**src/rtl/riscv_pkg.sv**
```systemverilog
// Shared encodings for the memory stage: funct3 access sizes, LSU state
// machine states and writeback select values.
package riscv_pkg;

   // Load and store funct3 encodings
   localparam logic [2:0] F3_LB  = 3'b000;
   localparam logic [2:0] F3_LH  = 3'b001;
   localparam logic [2:0] F3_LW  = 3'b010;
   localparam logic [2:0] F3_LBU = 3'b100;
   localparam logic [2:0] F3_LHU = 3'b101;
   localparam logic [2:0] F3_SB  = 3'b000;
   localparam logic [2:0] F3_SH  = 3'b001;
   localparam logic [2:0] F3_SW  = 3'b010;

   // Writeback result select
   localparam logic [1:0] RES_ALU  = 2'b00;
   localparam logic [1:0] RES_MEM  = 2'b01;
   localparam logic [1:0] RES_PC4  = 2'b10;

   typedef enum logic [1:0] {
      IDLE = 2'd0,
      WAIT = 2'd1,
      DONE = 2'd2
   } lsu_state_t;

   // Access size from funct3 low bits; anything not byte/half is a word
   function automatic logic is_byte(input logic [2:0] f3);
      return (f3[1:0] == 2'b00);
   endfunction

   function automatic logic is_half(input logic [2:0] f3);
      return (f3[1:0] == 2'b01);
   endfunction

endpackage

```
**src/rtl/memory_stage_align.sv**
```systemverilog
// Byte-lane steering for stores (strobes, replicated data) and lane
// extraction plus sign/zero extension for loads. Purely combinational.
module load_store_align
   import riscv_pkg::*;
(
   input  logic [2:0]  i_funct3,
   input  logic [1:0]  i_addr_lo,
   input  logic [31:0] i_store_data,
   input  logic [31:0] i_load_word,
   output logic [3:0]  o_wstrb,
   output logic [31:0] o_wdata,
   output logic [31:0] o_load_data
);

   logic [7:0]  w_byte;
   logic [15:0] w_half;
   logic        w_unsigned;

   // Store lanes: data is replicated so the strobe alone picks the lane
   always_comb begin
      o_wstrb = 4'b1111;
      o_wdata = i_store_data;
      if (is_byte(i_funct3)) begin
         o_wstrb = 4'b0001 << i_addr_lo;
         o_wdata = {4{i_store_data[7:0]}};
      end else if (is_half(i_funct3)) begin
         o_wstrb = i_addr_lo[1] ? 4'b1100 : 4'b0011;
         o_wdata = {2{i_store_data[15:0]}};
      end
   end

   // Load lanes: pick the addressed byte/half and extend per funct3[2]
   always_comb begin
      w_unsigned = i_funct3[2];
      case (i_addr_lo)
         2'd0:    w_byte = i_load_word[7:0];
         2'd1:    w_byte = i_load_word[15:8];
         2'd2:    w_byte = i_load_word[23:16];
         default: w_byte = i_load_word[31:24];
      endcase
      w_half = i_addr_lo[1] ? i_load_word[31:16] : i_load_word[15:0];
      o_load_data = i_load_word;
      if (is_byte(i_funct3)) begin
         o_load_data = {{24{w_byte[7] & ~w_unsigned}}, w_byte};
      end else if (is_half(i_funct3)) begin
         o_load_data = {{16{w_half[15] & ~w_unsigned}}, w_half};
      end
   end

endmodule

```
**src/rtl/memory_stage.sv**
```systemverilog
// EX/MEM pipeline register plus load/store unit. One access at a time:
// the register holds while MemBusyM is high, which also keeps the request
// fields stable until the memory accepts them.
// Request handshake: a request transfers on a rising edge where
// mem_req_valid and mem_req_ready are both 1; once valid is raised the
// request fields stay stable until that edge. Responses are a single
// mem_rsp_valid pulse, honoured only in WAIT.
module memory_stage
   import riscv_pkg::*;
#(
   parameter int DATA_WIDTH             = 32,
   parameter int ADDR_WIDTH             = 32,
   parameter int REG_FILE_ADDRESS_WIDTH = 5
) (
   input  logic                              clk,
   input  logic                              rst,
   input  logic [DATA_WIDTH-1:0]             ALUResultE,
   input  logic [DATA_WIDTH-1:0]             WriteDataE,
   input  logic [REG_FILE_ADDRESS_WIDTH-1:0] RdE,
   input  logic                              RegWriteE,
   input  logic                              MemReadE,
   input  logic                              MemWriteE,
   input  logic [2:0]                        Funct3E,
   input  logic [1:0]                        ResultSrcE,
   input  logic [DATA_WIDTH-1:0]             PCPlus4E,
   output logic [DATA_WIDTH-1:0]             ALUResultM,
   output logic [REG_FILE_ADDRESS_WIDTH-1:0] RdM,
   output logic                              RegWriteM,
   output logic [1:0]                        ResultSrcM,
   output logic [DATA_WIDTH-1:0]             PCPlus4M,
   output logic [DATA_WIDTH-1:0]             ReadDataM,
   output logic                              MemBusyM,
   output logic                              MisalignM,
   output logic                              mem_req_valid,
   input  logic                              mem_req_ready,
   output logic [ADDR_WIDTH-1:0]             mem_addr,
   output logic                              mem_we,
   output logic [3:0]                        mem_wstrb,
   output logic [DATA_WIDTH-1:0]             mem_wdata,
   input  logic                              mem_rsp_valid,
   input  logic [DATA_WIDTH-1:0]             mem_rdata,
   output logic [1:0]                        lsu_state_dbg
);

   logic [DATA_WIDTH-1:0]             r_alu_result;
   logic [DATA_WIDTH-1:0]             r_write_data;
   logic [REG_FILE_ADDRESS_WIDTH-1:0] r_rd;
   logic                              r_reg_write;
   logic                              r_mem_read;
   logic                              r_mem_write;
   logic [2:0]                        r_funct3;
   logic [1:0]                        r_result_src;
   logic [DATA_WIDTH-1:0]             r_pc_plus4;
   logic [DATA_WIDTH-1:0]             r_read_data;
   lsu_state_t                        r_state;
   lsu_state_t                        w_next_state;
   logic                              w_capture;
   logic                              w_mem_op;
   logic                              w_misalign;
   logic                              w_op;
   logic [3:0]                        w_wstrb;
   logic [DATA_WIDTH-1:0]             w_load_data;

   // EX/MEM register: advance whenever no access is stalling the pipe
   always_ff @(posedge clk or posedge rst) begin
      if (rst) begin
         r_alu_result <= '0;
         r_write_data <= '0;
         r_rd         <= '0;
         r_reg_write  <= 1'b0;
         r_mem_read   <= 1'b0;
         r_mem_write  <= 1'b0;
         r_funct3     <= '0;
         r_result_src <= '0;
         r_pc_plus4   <= '0;
      end else if (!MemBusyM) begin
         r_alu_result <= ALUResultE;
         r_write_data <= WriteDataE;
         r_rd         <= RdE;
         r_reg_write  <= RegWriteE;
         r_mem_read   <= MemReadE;
         r_mem_write  <= MemWriteE;
         r_funct3     <= Funct3E;
         r_result_src <= ResultSrcE;
         r_pc_plus4   <= PCPlus4E;
      end
   end

   // Misaligned half/word accesses are suppressed entirely
   assign w_mem_op   = r_mem_read | r_mem_write;
   assign w_misalign = w_mem_op &
                       ((is_half(r_funct3) & r_alu_result[0]) |
                        (!is_byte(r_funct3) && !is_half(r_funct3) &&
                         (r_alu_result[1:0] != 2'b00)));
   assign w_op       = w_mem_op & ~w_misalign;

   // LSU state register
   always_ff @(posedge clk or posedge rst) begin
      if (rst) r_state <= IDLE;
      else     r_state <= w_next_state;
   end

   // LSU next state and request valid
   always_comb begin
      w_next_state  = r_state;
      mem_req_valid = 1'b0;
      w_capture     = 1'b0;
      case (r_state)
         IDLE: begin
            mem_req_valid = w_op;
            if (w_op && mem_req_ready) w_next_state = r_mem_write ? DONE : WAIT;
         end
         WAIT: begin
            if (mem_rsp_valid) begin
               w_capture    = 1'b1;
               w_next_state = DONE;
            end
         end
         default: w_next_state = IDLE;
      endcase
   end

   // Load data register: only updated when a response completes a load
   always_ff @(posedge clk or posedge rst) begin
      if (rst)            r_read_data <= '0;
      else if (w_capture) r_read_data <= w_load_data;
   end

   load_store_align u_align (
      .i_funct3     (r_funct3),
      .i_addr_lo    (r_alu_result[1:0]),
      .i_store_data (r_write_data),
      .i_load_word  (mem_rdata),
      .o_wstrb      (w_wstrb),
      .o_wdata      (mem_wdata),
      .o_load_data  (w_load_data)
   );

   assign MemBusyM      = w_op & (r_state != DONE);
   assign MisalignM     = w_misalign;
   assign ALUResultM    = r_alu_result;
   assign RdM           = r_rd;
   assign RegWriteM     = r_reg_write & ~w_misalign;
   assign ResultSrcM    = r_result_src;
   assign PCPlus4M      = r_pc_plus4;
   assign ReadDataM     = r_read_data;
   assign mem_addr      = {r_alu_result[ADDR_WIDTH-1:2], 2'b00};
   assign mem_we        = r_mem_write & ~w_misalign;
   assign mem_wstrb     = mem_we ? w_wstrb : 4'b0000;
   assign lsu_state_dbg = r_state;

endmodule

```
**config.mk**
```make
export PLATFORM = sky130hd
export DESIGN_NAME = memory_stage
export DESIGN_NICKNAME = d
export VERILOG_FILES = /design/src/rtl/riscv_pkg.sv /design/src/rtl/memory_stage_align.sv /design/src/rtl/memory_stage.sv
export SDC_FILE = /design/constraint.sdc
export NUM_CORES = 1
export LEC_CHECK = 0
export ABC_AREA = 1
export CAP_MARGIN = 40
export CORE_MARGIN = 2
export CORE_UTILIZATION = 42
export CTS_CLUSTER_SIZE = 24
export DETAILED_ROUTE_END_ITERATION = 10
export PLACE_DENSITY = 0.84
export SYNTH_ARGS = -nofsm -noshare
export SYNTH_HDL_FRONTEND = slang
export SYNTH_SLANG_ARGS = --single-unit
export TNS_END_PERCENT = 100
```
**constraint.sdc**
```tcl
create_clock -name clk -period 5.5 [get_ports clk]
set_input_delay 0.55 -clock clk [delete_from_list [all_inputs] [get_ports clk]]
set_output_delay 0.55 -clock clk [all_outputs]
set_load 0.01 [all_outputs]
```
## Yosys cells after proc, flatten, opt, wreduce, memory -nomap -nowiden

Index checks and enable logic that the tools add are counted.

| word-level totals | value |
|---|---|
| flip-flop bits (word level) | 143 |
| output and inout bits | 178 |
| input bits | 145 |
| logic and storage cells | 58 |

| operators by class | value |
|---|---|
| mux-type cells | 17 |
| reduce and logical (&&, ||, !) cells | 10 |
| shift operators | 1 |
| bitwise logic cells | 12 |
| equality and inequality tests | 7 |

Operators with widths:

| operator | number |
|---|---|
| $mux W32 | 4 |
| $pmux W8 S3 | 1 |
| $mux W16 | 1 |
| $mux W4 | 4 |
| $and A1 B1 Y1 | 8 |
| $eq A2 B1 Y1 const B | 3 |
| $logic_not A2 Y1 | 3 |
| $mux W2 | 3 |
| $ne A2 B2 Y1 const B | 3 |
| $pmux W2 S2 | 1 |
| $shl A1 B2 Y4 const A | 1 |
| $logic_and A1 B1 Y1 | 3 |
| $mux W1 | 3 |
| $eq A2 B2 Y1 const B | 1 |
| $logic_not A1 Y1 | 2 |
| $not A1 Y1 | 2 |
| $or A1 B1 Y1 | 2 |
| $reduce_and A2 Y1 | 1 |
| $reduce_bool A2 Y1 | 1 |

## Logic depth before layout (Yosys ltp)

| logic depth | value |
|---|---|
| word-level depth | 11 |
| gate-level depth with buffers | 11 |
| depth with buffers taken out | 9 |

## Cells and area by module

Synthesis repeated with hierarchy kept, for this count alone.

| unflattened totals | value |
|---|---|
| cell total of the unflattened synthesis | 1,014 |
| area, all modules | 7,657.3 um^2 |

By module, submodules not included:

| module | cells an instance | instances | area an instance (um^2) |
|---|---|---|---|
| memory_stage | 693 | 1 | 6,152.2 |
| load_store_align | 321 | 1 | 1,505.2 |

## Worst setup path after synthesis

OpenSTA, ideal clock, no wires.

| path | value |
|---|---|
| path kind | flip-flop to output port |
| start point | register r_funct3[1] |
| end point | output mem_wstrb[2] |
| cell stages (with the launch flop) | 5 |
| setup slack | 3.669 ns |
| data arrival time | 1.281 ns |
| cell sequence | dfrtp_1 > clkbuf_1 > clkbuf_1 > a21oi_1 > a21oi_1 |

| between the ends | value |
|---|---|
| word-level cells in the longest chain between the ends | 9 |

Ends and longest elaborated chain:

| item | RTL line | source |
|---|---|---|
| start, declared | memory_stage.sv:51 | `logic [2:0] r_funct3;` |
| start signal, assigned | memory_stage.sv:83 | `r_funct3 <= Funct3E;` |
| $eq A2 B1 Y1 / $logic_not A2 Y1 (equally long branches) | riscv_pkg.sv:32, riscv_pkg.sv:28 |  |
| $logic_not A1 Y1 | memory_stage.sv:93 | `(!is_byte(r_funct3) && !is_half(r_funct3) &&` |
| $logic_and A1 B1 Y1 (2 in a row) | memory_stage.sv:93 |  |
| $or A1 B1 Y1 | memory_stage.sv:92 | `((is_half(r_funct3) & r_alu_result[0]) \|` |
| $and A1 B1 Y1 | memory_stage.sv:91 | `assign w_misalign = w_mem_op &` |
| $not A1 Y1 | memory_stage.sv:148 | `assign mem_we = r_mem_write & ~w_misalign;` |
| $and A1 B1 Y1 | memory_stage.sv:148 |  |
| $mux W4 * | memory_stage.sv:149 | `assign mem_wstrb = mem_we ? w_wstrb : 4'b0000;` |
| end, declared | memory_stage.sv:38 | `output logic [3:0] mem_wstrb,` |

Every way passes the cells marked *; elsewhere a longest branch is shown, timed or not.

## Final worst setup path

| path | value |
|---|---|
| start point | register r_funct3[1] |
| end point | output MemBusyM |

| between the ends | value |
|---|---|
| word-level cells in the longest chain between the ends | 9 |

Ends and longest elaborated chain:

| item | RTL line | source |
|---|---|---|
| $eq A2 B1 Y1 / $logic_not A2 Y1 (equally long branches) | riscv_pkg.sv:32, riscv_pkg.sv:28 |  |
| $logic_not A1 Y1 | memory_stage.sv:93 |  |
| $logic_and A1 B1 Y1 (2 in a row) | memory_stage.sv:93 |  |
| $or A1 B1 Y1 * | memory_stage.sv:92 |  |
| $and A1 B1 Y1 * | memory_stage.sv:91 |  |
| $not A1 Y1 * | memory_stage.sv:95 | `assign w_op = w_mem_op & ~w_misalign;` |
| $and A1 B1 Y1 * | memory_stage.sv:95 |  |
| $and A1 B1 Y1 * | memory_stage.sv:139 | `assign MemBusyM = w_op & (r_state != DONE);` |
| end, declared | memory_stage.sv:32 | `output logic MemBusyM,` |

Marked as above.

==> qor.yml <==
clock_network:
  post_cts_resized: 0
  post_cts_buffers: 0
  clk_path_buf_depth: 2
  ctsHtreeMaxLevel: 4
  root_buffer: "clkbuf_16"
  clk_pin_slew_ns: 0.06
  cts_hold_buf: 0
  tritoncts: "yes"
  cts.sinks: 143
  clk_latency_ns: 0.42
  numCtsBuffers: 17
critical_path:
  crit_path_cell_trace: "nor2_4 > inv_2 > nand2_2 > nand3_4 > inv_2 > clkdlybuf4s50_1"
  r2r_cells: 8
  path_class: "reg2out"
  crit_path_top_delay_cell: "dfrtp_1"
  reg2reg_slack_ns: 2.11
  slowest_delay_ns: 0.64
  cp_max_fo: 65
  critPathLaunchType: "register"
  cp_data_arrival_time_ns: 3.32
  regToRegEndpoint: "ALUResultM[13]$_DFFE_PP0N_"
  endpoint_kind: "output port"
  crit_top_cell: "inv_2"
  r2r_start: "r_funct3[1]$_DFFE_PP0N_"
  cp.required_ns: 4.95
sta:
  min_period_over_period: 0.704
  finalSetupViolCount: 0
  rsz0062_at_grt: "no"
  tns_ns: 0
  slew-limit-headroom: 0.379
  skew_ns: 0.00758
  fin_hold_ws_ns: 0.470
  fmax_ghz: 0.258
  tightest_slew_ns: 0.928
  final_hold_viol_count: 0
  period_needed_ns: 3.87
  drv_slew: 0
drt:
  ant_nets: 0
  route.detailed.drc: 0
  finalWirelength_um: 21900
  via_per_inst: 4.77
  first_iter_violations: 508
  first_pass_iters: 5
  wl_per_cell_um: 15.2
  vias: 6880
layout:
  finalInstanceArea_um2: 10700
  nFillCells: 1375
  drive_gt1_frac: 0.0393
  final_util: 0.651
  layout_commonest_cell: "nand2_1"
  mostFrequentLayoutCells: "nand2_1, clkdlybuf4s50_1, dfrtp_1"
  nNetsFinal: 1352
  area_growth_pct: 52.9
grt:
  grt_max_degree: 81
  grt_pass1_vias: 6847
  grt_pass1_wl_um: 34600
  grt_usage: 0.249
  grt_antenna_before_repair: 1
  gr-total-overflow: 0
logic_synthesis:
  seq_area_frac_synth: 0.512
  synthCells: 946
  ys_types: 24
  synth_edf_count: 0
  ys.flop_type: "dfrtp_1"
  ys_ff_latch: 143
  async_flop_share: 1.00
  avgSynthCellArea_um2: 7.39
  syn_area_um2: 6990
  synth_warnings: 0
floorplan:
  rows: 47
  start_util: 0.426
  coreArea_um2: 16400
  ioPinCount: 323
  dieArea_um2: 17700
  die_w_um: 133
  die_height_um: 133
pwr:
  p_leak_nw: 5.42
  peakVddDrop_uv: 384
  power_density_nw_per_um2: 662
  design_power_total_mw: 7.08
worst_hold_path:
  hold_depth: 2
  holdPathEnd: "PCPlus4M[31]$_DFFE_PP0N_"
  min_path_type: "reg2reg"
  hp-start: "PCPlus4M[31]$_DFFE_PP0N_"
placement:
  dp_hpwl_um: 15700
  io_buffers: 320
  place_area_um2: 10000
  gp_congestion: 0.929
outcome:
  status: "complete, no violations"
job:
  drv_cap: 0
metal layers:
| metal | part of all wire | track usage | wire [µm] |
|---|---|---|---|
| met4 | 0.029 | 0.0974 | 641 |
| met1 | 0.38 | 0.290 | 8420 |
| met5 | 0.00073 | 0 | 16 |
| met3 | 0.098 | 0.0870 | 2140 |
| met2 | 0.49 | 0.423 | 10700 |
per-stage QoR:
step | setup slack (ns) | instances
2_1_floorplan | 1.11 | 947
3_3_place_gp | 2.10 | 1406
3_5_place_dp | 2.06 | 1408
4_1_cts | 1.60 | 1440
5_1_grt | 1.37 | 1440
6_report | 1.63 | 1441
logic make-up (layout without fill, tap and decap cells):
| kind of cell | Yosys count | after routing | synth area share |
|---|---|---|---|
| AOI/OAI and AO/OA | 78 | 78 | 0.0604 |
| other | 1 | 3 | 0.000537 |
| and+or+nand+nor | 553 | 553 | 0.307 |
| buffers and inverters | 171 | 444 | 0.120 |
| DFF | 143 | 143 | 0.512 |
where the power goes:
part           switching (mW)  internal (mW)  total (mW)
Combinational            2.05           1.80        3.85
Sequential              0.390           1.58        1.97
Clock                   0.444          0.808        1.25
Total                    2.89           4.19        7.08
worst max-delay path, delay by kind of cell, from the launching register on:
kind / cells / cell delay (ns)
simple gates: 3 / 1.22
flops: 1 / 0.64
buf+inv: 3 / 1.03
registers in the layout, indices dropped and copies added (netlist names), 2 cells and up:
| name | flops |
|---|---|
| RdM | 5 |
| r_write_data | 32 |
| r_funct3 | 3 |
| PCPlus4M | 32 |
| ResultSrcM | 2 |
| ALUResultM | 32 |
| ReadDataM | 32 |
| lsu_state_dbg | 2 |
how the worst max path moves through the flow:
stage | start | endpoint | slack, ns | cells past startpoint
after floorplan | rst | ALUResultM[0]$_DFFE_PP0N_ | 1.11 | 1
after global placement | r_funct3[1]$_DFFE_PP0N_ | MemBusyM | 2.10 | 6
after detailed placement | r_funct3[1]$_DFFE_PP0N_ | MemBusyM | 2.06 | 6
after CTS | r_funct3[1]$_DFFE_PP0N_ | MemBusyM | 1.60 | 6
after global routing | r_funct3[1]$_DFFE_PP0N_ | MemBusyM | 1.37 | 6
final | r_funct3[1]$_DFFE_PP0N_ | MemBusyM | 1.63 | 6
Yosys cell counts (2+ instances only):
library cell	instances	area (µm²)
nand2_1	502	1880
dfrtp_1	143	3580
inv_1	82	308
buf_4	44	330
o21ai_0	33	165
nand3_1	29	145
buf_2	24	120
o21ai_1	22	110
clkbuf_1	16	60.1
a21oi_1	14	70.1
nor2_1	12	45.0
o221ai_1	8	70.1
inv_2	3	11.3
nand2_2	2	12.5
nor2_2	2	12.5
or2_2	2	12.5
layout make-up:
| class | count | area, µm² | area share |
|---|---|---|---|
| Sequential cell | 143 | 3580 | 0.335 |
| Timing Repair Buffer | 326 | 3280 | 0.307 |
| Multi-Input combinational cell | 633 | 2580 | 0.242 |
| Clock buffer | 23 | 488 | 0.0457 |
| Inverter | 86 | 328 | 0.0307 |
| Tap cell | 220 | 275 | 0.0258 |
| Clock inverter | 9 | 154 | 0.0144 |
| Antenna cell | 1 | 2.50 | 0.000234 |
Note: power is estimated with default switching activity, not from simulation.
